$ cat src/rtl/sqrt_arbiter.sv
// Round-robin front end that shares one iterative integer square-root engine among
// NUM_REQ clients, with a watchdog on the engine's completion pulse.

module sqrt_arbiter_chk #(
   parameter int NUM_REQ = 4
) (
   input logic               clk,
   input logic               rst,
   input logic [NUM_REQ-1:0] req_ready,
   input logic [NUM_REQ-1:0] rsp_valid,
   input logic               eng_start,
   input logic               busy
);
   a_ready_onehot: assert property (@(posedge clk) disable iff (rst) $onehot0(req_ready));
   a_rsp_onehot:   assert property (@(posedge clk) disable iff (rst) $onehot0(rsp_valid));
   a_start_pulse:  assert property (@(posedge clk) disable iff (rst) eng_start |=> !eng_start);
   a_rsp_pulse:    assert property (@(posedge clk) disable iff (rst) (|rsp_valid) |=> !(|rsp_valid));
   a_ready_idle:   assert property (@(posedge clk) disable iff (rst) (|req_ready) |-> !busy);
endmodule

module sqrt_arbiter #(
   parameter int NUM_REQ = 4,
   parameter int DATA_W  = 32,
   parameter int RES_W   = DATA_W / 2,
   parameter int TIMEOUT = 64
) (
   input  logic                      clk,
   input  logic                      rst,
   input  logic [NUM_REQ-1:0]        req_valid,
   input  logic [NUM_REQ*DATA_W-1:0] req_x,
   output logic [NUM_REQ-1:0]        req_ready,
   output logic [NUM_REQ-1:0]        rsp_valid,
   output logic [RES_W-1:0]          rsp_result,
   output logic                      rsp_error,
   output logic                      eng_start,
   output logic [DATA_W-1:0]         eng_x,
   input  logic                      eng_done,
   input  logic [RES_W-1:0]          eng_result,
   output logic                      busy
);
   localparam int IDX_W = $clog2(NUM_REQ);
   localparam int TMR_W = $clog2(TIMEOUT);
   localparam logic [IDX_W-1:0] LAST_IDX = IDX_W'(NUM_REQ - 1);
   localparam logic [TMR_W-1:0] TMR_LAST = TMR_W'(TIMEOUT - 1);
   localparam logic [IDX_W:0]   NUM_EXT  = (IDX_W+1)'(NUM_REQ);

   typedef enum logic [1:0] {
      IDLE  = 2'd0,
      START = 2'd1,
      WAIT  = 2'd2,
      RESP  = 2'd3
   } state_t;

   function automatic logic [NUM_REQ-1:0] onehot(input logic [IDX_W-1:0] idx);
      logic [NUM_REQ-1:0] v;
      v = {NUM_REQ{1'b0}};
      for (int i = 0; i < NUM_REQ; i++) begin
         v[i] = (idx == IDX_W'(i));
      end
      return v;
   endfunction

   state_t             state_r, state_s;
   logic [IDX_W-1:0]   last_grant_r, last_grant_s;
   logic [IDX_W-1:0]   idx_r, idx_s;
   logic [DATA_W-1:0]  x_r, x_s;
   logic [RES_W-1:0]   result_r, result_s;
   logic               error_r, error_s;
   logic [TMR_W-1:0]   timer_r, timer_s;
   logic [NUM_REQ-1:0] rsp_valid_r;
   logic               eng_start_r;
   logic               busy_r;

   logic [DATA_W-1:0]  req_x_s [NUM_REQ];
   logic [DATA_W-1:0]  sel_x_s;
   logic [IDX_W-1:0]   winner_s;
   logic [IDX_W-1:0]   cand_s;
   logic [IDX_W:0]     cand_raw_s;
   logic               any_s;
   logic [NUM_REQ-1:0] req_ready_s;

   // Unpack the flat operand bus into one word per requester.
   always_comb begin
      for (int i = 0; i < NUM_REQ; i++) begin
         req_x_s[i] = req_x[i*DATA_W +: DATA_W];
      end
   end

   // Round-robin pick: scan from last_grant+1 with wrap; the lowest offset is written last and wins.
   always_comb begin
      any_s      = |req_valid;
      winner_s   = last_grant_r;
      cand_raw_s = {(IDX_W+1){1'b0}};
      cand_s     = {IDX_W{1'b0}};
      for (int i = NUM_REQ - 1; i >= 0; i--) begin
         cand_raw_s = {1'b0, last_grant_r} + (IDX_W+1)'(i + 1);
         cand_s     = (cand_raw_s >= NUM_EXT) ? IDX_W'(cand_raw_s - NUM_EXT) : cand_raw_s[IDX_W-1:0];
         winner_s   = req_valid[cand_s] ? cand_s : winner_s;
      end
      sel_x_s = req_x_s[winner_s];
   end

   // Grant decode; held low while reset is asserted so nothing is accepted during reset.
   always_comb begin
      req_ready_s = {NUM_REQ{1'b0}};
      if ((state_r == IDLE) && any_s && !rst) begin
         req_ready_s = onehot(winner_s);
      end else begin
         req_ready_s = {NUM_REQ{1'b0}};
      end
   end

   // Next-state and datapath-register update logic.
   always_comb begin
      state_s      = state_r;
      last_grant_s = last_grant_r;
      idx_s        = idx_r;
      x_s          = x_r;
      result_s     = result_r;
      error_s      = error_r;
      timer_s      = timer_r;
      case (state_r)
         IDLE: begin
            if (any_s) begin
               idx_s        = winner_s;
               last_grant_s = winner_s;
               x_s          = sel_x_s;
               // Operands 0 and 1 are their own square root; skip the engine.
               if (~|sel_x_s[DATA_W-1:1]) begin
                  result_s = sel_x_s[RES_W-1:0];
                  error_s  = 1'b0;
                  state_s  = RESP;
               end else begin
                  state_s  = START;
               end
            end else begin
               state_s = IDLE;
            end
         end
         START: begin
            timer_s = {TMR_W{1'b0}};
            state_s = WAIT;
         end
         WAIT: begin
            if (eng_done) begin
               result_s = eng_result;
               error_s  = 1'b0;
               state_s  = RESP;
            end else if (timer_r == TMR_LAST) begin
               result_s = {RES_W{1'b0}};
               error_s  = 1'b1;
               state_s  = RESP;
            end else begin
               timer_s  = timer_r + TMR_W'(1);
            end
         end
         RESP: begin
            state_s = IDLE;
         end
         default: begin
            state_s = IDLE;
         end
      endcase
   end

   // State, datapath and output registers; outputs are derived from next-state values.
   always_ff @(posedge clk or posedge rst) begin
      if (rst) begin
         state_r      <= IDLE;
         last_grant_r <= LAST_IDX;
         idx_r        <= {IDX_W{1'b0}};
         x_r          <= {DATA_W{1'b0}};
         result_r     <= {RES_W{1'b0}};
         error_r      <= 1'b0;
         timer_r      <= {TMR_W{1'b0}};
         rsp_valid_r  <= {NUM_REQ{1'b0}};
         eng_start_r  <= 1'b0;
         busy_r       <= 1'b0;
      end else begin
         state_r      <= state_s;
         last_grant_r <= last_grant_s;
         idx_r        <= idx_s;
         x_r          <= x_s;
         result_r     <= result_s;
         error_r      <= error_s;
         timer_r      <= timer_s;
         rsp_valid_r  <= (state_s == RESP) ? onehot(idx_s) : {NUM_REQ{1'b0}};
         eng_start_r  <= (state_s == START);
         busy_r       <= (state_s != IDLE);
      end
   end

   assign req_ready  = req_ready_s;
   assign rsp_valid  = rsp_valid_r;
   assign rsp_result = result_r;
   assign rsp_error  = error_r;
   assign eng_start  = eng_start_r;
   assign eng_x      = x_r;
   assign busy       = busy_r;

   sqrt_arbiter_chk #(
      .NUM_REQ(NUM_REQ)
   ) u_chk (
      .clk       (clk),
      .rst       (rst),
      .req_ready (req_ready),
      .rsp_valid (rsp_valid),
      .eng_start (eng_start),
      .busy      (busy)
   );
endmodule

$ cat config.mk
export PLATFORM = sky130hd
export DESIGN_NAME = sqrt_arbiter
export DESIGN_NICKNAME = d
export VERILOG_FILES = /design/src/rtl/sqrt_arbiter.sv
export SDC_FILE = /design/constraint.sdc
export NUM_CORES = 1
export LEC_CHECK = 0
export BUFFER_PORTS_ARGS = -buffer_cell sky130_fd_sc_hd__buf_2
export CAP_MARGIN = 0
export CORE_ASPECT_RATIO = 1.5
export CORE_MARGIN = 10
export CORE_UTILIZATION = 42
export CTS_BUF_LIST = sky130_fd_sc_hd__clkbuf_2 sky130_fd_sc_hd__clkbuf_4 sky130_fd_sc_hd__clkbuf_8
export DETAILED_ROUTE_END_ITERATION = 6
export PLACE_DENSITY = 0.8
export SYNTH_ARGS = -nofsm -noshare
export SYNTH_HDL_FRONTEND = slang
export SYNTH_SLANG_ARGS = --single-unit
$ cat constraint.sdc
create_clock -name clk -period 3.1 [get_ports clk]
set_clock_uncertainty 0.05 [all_clocks]
set_input_delay 0 -clock clk [delete_from_list [all_inputs] [get_ports clk]]
set_output_delay 0 -clock clk [all_outputs]
set_load 0.03 [all_outputs]
==> results.txt, run 1 <==
- Run status: complete, but fails checks
* Failing checks: negative setup slack
- Via density: 5.17
- Of the cells placed in the final design, the portion with a size suffix greater than 1 is 0.549.
- Inserted Clock Buffers: 9
- During placement, the flow inserted port buffers numbering 209.
* Leading register cell type out of synthesis: sky130_fd_sc_hd__dfrtp_1
- In the post-route analysis, the smallest setup slack over all paths is -0.241 ns.
* Post-synth EDFFs: 0
* Overall via count from detail_route: around 3500
- Number of pins with negative max-slew slack in the final report: 0
- Entering global routing, the biggest net connects 55 pins.
- Hold Worst Slack: 0.0494 ns
- Worst path bufs/invs: 3
- The first global-routing pass estimated 20500 um of wire.
- Number of max-cap violations: 0
- Across the VDD grid, the largest voltage drop is between 0.0006 and 0.0007 V.
* Area leader, netlist: sky130_fd_sc_hd__dfrtp_1
- Post-layout nets: between 700 and 800
* Horizontal die dimension: 97.6 um
* Setup crit end kind: flop
- At the pin with the least slew margin, the transition time is 1.10 ns.
- Count of mapped cells out of synthesis: 317
* Clock slew at reported path FFs: approximately 0.08 ns
- Post-route cell area: between 0.005 and 0.006 mm2
- TritonCTS built the clock tree.
- At the placement stage, the worst setup path has a slack of -0.392 ns.
- By area the synthesized netlist is led by sky130_fd_sc_hd__dfrtp_1 43%, sky130_fd_sc_hd__mux2i_1 24%, sky130_fd_sc_hd__mux2_2 9.8%.
* Post-synthesis sequential area ratio: 0.442
- Pre-Repair DR Iteration Count: 4
- In this run the clock root is driven by a sky130_fd_sc_hd__clkbuf_8.
- Required @ worst endpoint: about 3.3 ns
- At the end of routability-driven placement, the weighted congestion stood at about 0.82.
* Worst-case clock buffer depth: 2
- The critical path goes through nand2b_4 -> o21ai_4 -> a211oi_4 -> buf_6 -> buf_12 -> mux2i_1 -> mux2i_1 -> or4_4 -> nor4_4 -> a21o_1 -> nand2_4 -> buf_6 -> a22o_1.
- Power spread over the standard cell area amounts to between 1000 and 1500 mW/mm2.
- In this run the worst path has a maximum fanout of 6.
* Number of distinct standard cells referenced by the synthesized netlist: 43
* Start-to-end type of the worst setup path: reg2reg
- Total detailed-routing wirelength: 13200 um
- The largest individual stage delay along the critical path comes from the cell sky130_fd_sc_hd__dfstp_2.
- The number of global-route vias before repair came to between 3000 and 4000.
- Sum of internal, switching and leakage power: 6060 uW
* Final cell count without fillers: between 600 and 700
- Initial standard-cell utilization of the core: 0.430
- Setup repair after global routing could not meet its margin everywhere.
* Placed cell area: around 0.005 mm2
- Headroom to the max-slew limit came out at 0.265.
- The min-delay analysis places its worst path in the category in2reg.
* Antenna violations before repair: 2
- After detailed routing, the average wire length per cell comes to between 15 and 20 um.
* WP data arrival: between 3 and 4 ns
- Overall die area: 0.0133 mm2
* Post-Synthesis Net Count: 469
- Commonest cells in the netlist: 91 x sky130_fd_sc_hd__mux2i_1, 65 x sky130_fd_sc_hd__dfrtp_1, 33 x sky130_fd_sc_hd__mux2_2
- H-Tree Depth: 3
- Worst-Skew Late Latency: roughly 0.35 ns
* Setup crit start kind: flop
- Total number of placement rows: 42
* Synth top area share: 0.428
- Gate family responsible for the most delay along the worst path: simple AND/OR/NAND/NOR gates
* DP Wirelength: around 10000 um
* Area of the core: between 0.008 and 0.009 mm2
- On the worst path, the slowest cell contributes a delay of approximately 0.56 ns.
- Flip-flop and latch count after synthesis: 67
- Post-synth design cell area: around 0.0038 mm2
* Tmin final: 3.34 ns
- FFs w/ async S/R, synth: 1.00
- Total setup violations reported at the end of the flow: 21
- Number of I/O pins: 210
* Average instance area after synthesis: roughly 12 um2
- Die Height: between 100 and 150 um
* Most instantiated library cell after synthesis: sky130_fd_sc_hd__mux2i_1
* Peak Freq: 299 MHz
- # DRC: 0
- From synthesis to final layout, the design area changed by 49.5%.
- The first routing iteration left roughly 160 violations.
* Count of endpoints failing hold in the final timing report: 0
- Total instance count after detailed placement: between 600 and 700
- Synth Warn #: 0
- In the finished design, the share of the clock period the worst path needs comes to 1.08.
* Overall global routing resource usage: 0.190
- Reported leakage power: approximately 0.0030 uW
- Number of clock sinks: between 60 and 70
- Total overflow reported by the global router: 0
- The detail route stage leaves a number of antenna-violating nets equal to 0.
==> flip-flops by register name, summed over array words and instances, names as in the netlist <==
| signal | cells |
|---|---|
| eng_start | 1 |
| idx_r | 2 |
| rsp_error | 1 |
| last_grant_r | 2 |
| state_r | 2 |
| eng_x | 32 |
| rsp_valid | 4 |
| timer_r | 6 |
| busy | 1 |
| rsp_result | 16 |
==> report_power, final <==
group	internal (uW)	leakage, uW	total (uW)	switching [uW]
Sequential	1280	0.000824	1490	207
Combinational	1770	0.00211	3930	2160
Clock	285	0.0000770	637	353
Total	3330	0.00301	6060	2720
==> final timing paths <==
kind / slack (ns) / cells past startpoint / endpoint / start
max in group asynchronous: 1.71 / 4 / rsp_result[13] / rst
min in group asynchronous: 0.47 / 3 / eng_x[23] / rst
worst max register to register: -0.24 / 13 / rsp_result[7] / last_grant_r[0]
worst min-delay path: 0.05 / 4 / last_grant_r[1] / req_valid[2]
worst min register to register: 0.43 / 2 / eng_x[26] / eng_x[26]
worst max-delay path: -0.24 / 13 / rsp_result[7] / last_grant_r[0]
==> layout by cell type, fill, tap and decap left out, drive strengths merged, types with 5 or more instances in the layout <==
| master | synthesis | layout |
|---|---|---|
| buf | 14 | 242 |
| mux2i | 91 | 91 |
| dfrtp | 65 | 65 |
| mux2 | 34 | 34 |
| dlygate4sd3 | 0 | 18 |
| nand2 | 18 | 18 |
| a22o | 17 | 17 |
| o21ai | 13 | 13 |
| clkbuf | 6 | 10 |
| nor4 | 9 | 9 |
| nand3 | 5 | 5 |
| nand2b | 5 | 5 |
==> cell families (layout without fill, tap and decap cells) <==
group / count (synthesis) / count (layout) / share of synthesized area
multiplexers: 126 / 126 / 0.347
flip-flops: 67 / 67 / 0.442
AND/OR/NAND/NOR: 56 / 56 / 0.0824
AO/OA/AOI/OAI: 41 / 41 / 0.0814
buffers and inverters: 24 / 281 / 0.0395
XOR/XNOR: 2 / 2 / 0.00461
adder cells (fa/ha/maj): 1 / 1 / 0.00329
other: 0 / 2 / 0
==> worst min-delay path, stage by stage <==
cell and delay (ns):
sky130_fd_sc_hd__buf_2 0.13, sky130_fd_sc_hd__o41ai_2 0.16, sky130_fd_sc_hd__nand2_1 0.09, sky130_fd_sc_hd__o21ai_0 0.07
==> timing repair <==
item	in CTS	in global routing
gates cloned	3	1
endpoints found under the setup margin	21	23
setup buffers	11	3
hold buffers	18	0
resized for setup	20	9
hold endpoints to repair	68	0
pin swaps	21	7
==> final cells by class <==
cell class,instances,area (um2)
Clock buffer,9,124
Inverter,4,15.0
Clock inverter,7,45.0
Tap cell,110,138
Sequential cell,67,1680
Fill cell,711,3150
Antenna cell,2,5.00
Timing Repair Buffer,261,1600
Multi-Input combinational cell,226,2070
==> through the flow <==
step                      TNS (ns)   util
after floorplan                  0      -
after global placement       -4.24  0.572
after detailed placement     -7.45  0.572
after CTS                    -3.96  0.637
after global routing         -8.17  0.643
final                        -4.30  0.643
==> layer usage <==
| layer | wire length [um] | GRT usage | vias to the layer above |
|---|---|---|---|
| li1 | - | - | 1684 |
| met1 | 4950 | 0.195 | 1706 |
| met2 | 7130 | 0.354 | 135 |
| met3 | 858 | 0.0523 | 17 |
| met4 | 235 | 0.0794 | 2 |
| met5 | 17 | 0 | - |
No activity file was read; power rests on OpenSTA's default activity.
==> run 2, diff against run 1 <==
Settings changed: CORE_UTILIZATION 42 to 46, PLACE_DENSITY 0.8 to 0.83.
Clock period 3.1 ns to 3.4 ns, I/O delays scaled along.
==> results.txt, run 2 (synthesized netlist as in run 1, its figures left out) <==
* Hold Worst Slack: 0.0147 ns (-0.0347 ns)
- Setup crit end kind: flop
* Horizontal die dimension: 94.2 um (-3.5%)
- The post-placement setup slack came to -0.0876 ns (+0.305 ns).
* # DRC: 0 (unchanged)
- Setup repair after global routing could not meet its margin everywhere.
- The leakage power was 0.00296 uW (-1.8%).
* Diodes inserted: 0 (-2)
* Number of pins with negative max-slew slack in the final report: 0 (unchanged)
- The data required time at the worst endpoint is 3.58 ns (+0.29 ns).
- The pin count of the biggest net entering global routing was 42 (-24%).
- The overall track demand over capacity in global routing was 0.199 (+0.00903).
* Overall via count from detail_route: 3548 (+0.11%)
- Run status: complete, but fails checks
* Critical path fanouts, max: 9 (+3)
- The first-iteration detailed-routing DRC count is 123 (-21%).
- Register-to-Register Setup Slack: -0.01 ns (+0.23 ns)
- Global-route met1 utilization: 0.205 (+0.0102)
- Cell mode on critical path: sky130_fd_sc_hd__mux2i_1
- The footprint of the flip-flops and latches came to 0.00168 mm2 (unchanged).
- Max reg flops: 32 (unchanged)
* Number of clock sinks: 67 (unchanged)
- Peak Freq: 293 MHz (-2.1%)
- The top-level I/O count was 210 (unchanged).
- Worst path bufs/invs: 2 (-1)
- The clock insertion delay at the later pin of the skew report was 0.34 ns (about the same).
- The slew of the pin with the lowest slew margin came to 0.846 ns (-0.254 ns).
- Most frequent standard cell in the layout excluding fill and tap cells: sky130_fd_sc_hd__buf_2
* Number of max-cap violations: 0 (unchanged)
- Number of global-route vias before repair: 3876 (-2.7%)
- Share of cells above drive strength 1: 0.535 (-0.0139)
* DP Wirelength: 9780 um (-4.3%)
* Commonest cells after routing, fill and taps aside: 209 x sky130_fd_sc_hd__buf_2, 91 x sky130_fd_sc_hd__mux2i_1, 65 x sky130_fd_sc_hd__dfrtp_1, 33 x sky130_fd_sc_hd__mux2_2
- The number of buffers inserted during clock tree synthesis is 9 (unchanged).
- The total power after layout was 5490 uW (-9.3%).
- The clock-pin slew reported for the worst setup and hold paths after clock tree synthesis was 0.08 ns (about the same).
- CTS tree: done
* Area delta synth->final: 46.6%
- The worst vdd rail ir drop was 0.000606 V (-0.25%).
- The data arrival time of the critical path was 3.59 ns (+0.06 ns).
- Routed length per placed instance: 19.5 um (+1.5%)
- The final wirelength came to 13000 um (-1.7%).
- Total number of placement rows: 40 (-4.8%)
- The worst max-slew margin expressed relative to the limit was 0.435 (+0.170).
- The weighted congestion at the end of routability-driven global placement is 0.883 (+7.6%).
- The final reports fail on negative setup slack.
- The final cell count without fillers came to 664 (-3.2%).
- The number of port buffers was 209 (unchanged).
* Worst-case clock buffer depth: 2 (unchanged)
* Share of the clock period used by the worst path after layout: 1.00 (-0.0745)
* Total of fill cells in the finished design: 609 (-14%)
* Largest stage delay on the critical path: 0.57 ns (about the same)
- Cell chain of the critical path: nand2b_4 -> o21ai_4 -> a211oi_4 -> buf_8 -> mux2i_1 -> mux2i_1 -> or4_4 -> nor4_4 -> a21o_1 -> nand2_4 -> clkbuf_16 -> a22o_1
- Total area of multi-input combinational cells: 0.00205 mm2 (-0.97%)
- Cell at the root of the clock tree: sky130_fd_sc_hd__clkbuf_8
* Type of the tightest min-delay check: in2reg
* Pre-Repair DR Iteration Count: 5 (+1)
* Post-layout nets: 706 (-2.1%)
- H-Tree Depth: 3 (unchanged)
- The vertical die dimension came to 131 um (-3.8%).
* Final antenna-violating net count: 0 (unchanged)
- Global-route wire length before repair: 19700 um (-4.1%)
* Most Crowded Layer GR: met2
- The worst setup path is launched from a flop.
- The global-route congestion overflow total came to 0 (unchanged).
- The met3 usage in global routing came to 0.0667 (+0.0144).
- The power per cell area is 987 mW/mm2 (-7.5%).
* Area of the core: 0.00806 mm2 (-8.7%)
- The final setup slack of the worst path is -0.0111 ns (+0.230 ns).
- Total setup violations reported at the end of the flow: 5 (-76%)
- Master of the slowest instance on the critical path: sky130_fd_sc_hd__or4_4
* Tmin final: 3.41 ns (+0.0701 ns)
- The total die area is 0.0124 mm2 (-7.2%).
* Initial standard-cell utilization of the core: 0.471 (+0.0411)
* Total instance count after detailed placement: 623 (-2.2%)
* Via density: 5.34 (+3.4%)
- Antenna violations before repair: 0 (-2)
* Gate family responsible for the most delay along the worst path: simple AND/OR/NAND/NOR gates
* Start-to-end type of the worst setup path: reg2reg
- GR Util met2: 0.350 (-0.00418)
* Count of endpoints failing hold in the final timing report: 0 (unchanged)
## run 2: metal layers
layer	routed length [um]	vias to the layer above	share of wire
met4	474	0	0.037
met3	1120	33	0.087
met1	4520	1708	0.35
met2	6850	160	0.53
met5	0	-	0
li1	-	1647	-
## run 2: through the flow
stage               utilization  cell area (um2)  TNS (ns)
floorplan                     -             3800         0
global placement          0.619             4990         0
detailed placement        0.619             4990     -1.09
CTS                       0.684             5510         0
global route              0.691             5570     -3.31
finish                    0.691             5570   -0.0336
## run 2: timing repair
action,in CTS,in global routing
cloned,2,1
hold buffers,17,0
setup endpoints to repair,16,21
resized for setup,11,10
pin swaps,2,21
hold endpoints to repair,55,0
buffers inserted,4,3
## run 2: final cells by class
cell class,count,area share
multi-input cells,226,0.369
well taps,105,0.0236
clock inverters,6,0.0160
flip-flops and latches,67,0.302
repair buffers,246,0.262
inverters,4,0.00270
clock buffers,10,0.0247
## run 2: worst reg2reg max path, stage by stage, from the launching register on
cell,delay (ns)
sky130_fd_sc_hd__dfstp_2,0.55
sky130_fd_sc_hd__nand2b_4,0.14
sky130_fd_sc_hd__o21ai_4,0.06
sky130_fd_sc_hd__a211oi_4,0.40
sky130_fd_sc_hd__buf_8,0.21
sky130_fd_sc_hd__mux2i_1,0.20
sky130_fd_sc_hd__mux2i_1,0.12
sky130_fd_sc_hd__or4_4,0.57
sky130_fd_sc_hd__nor4_4,0.31
sky130_fd_sc_hd__a21o_1,0.20
sky130_fd_sc_hd__nand2_4,0.09
sky130_fd_sc_hd__clkbuf_16,0.19
sky130_fd_sc_hd__a22o_1,0.21
## run 2: final timing paths
check                           startpoint              end  cells past startpoint
min in group asynchronous              rst        eng_x[13]                      3
max in group asynchronous              rst  last_grant_r[0]                      4
setup / recovery           last_grant_r[0]    rsp_result[8]                     12
hold / removal                    eng_done        rsp_error                      3
hold reg to reg                  eng_x[23]        eng_x[23]                      2
setup reg to reg           last_grant_r[0]    rsp_result[8]                     12
## run 2: where the power goes
part	leakage, uW	internal (uW)	switching (uW)
Sequential	0.000824	1170	204
Combinational	0.00202	1450	1930
Clock	0.000108	433	310
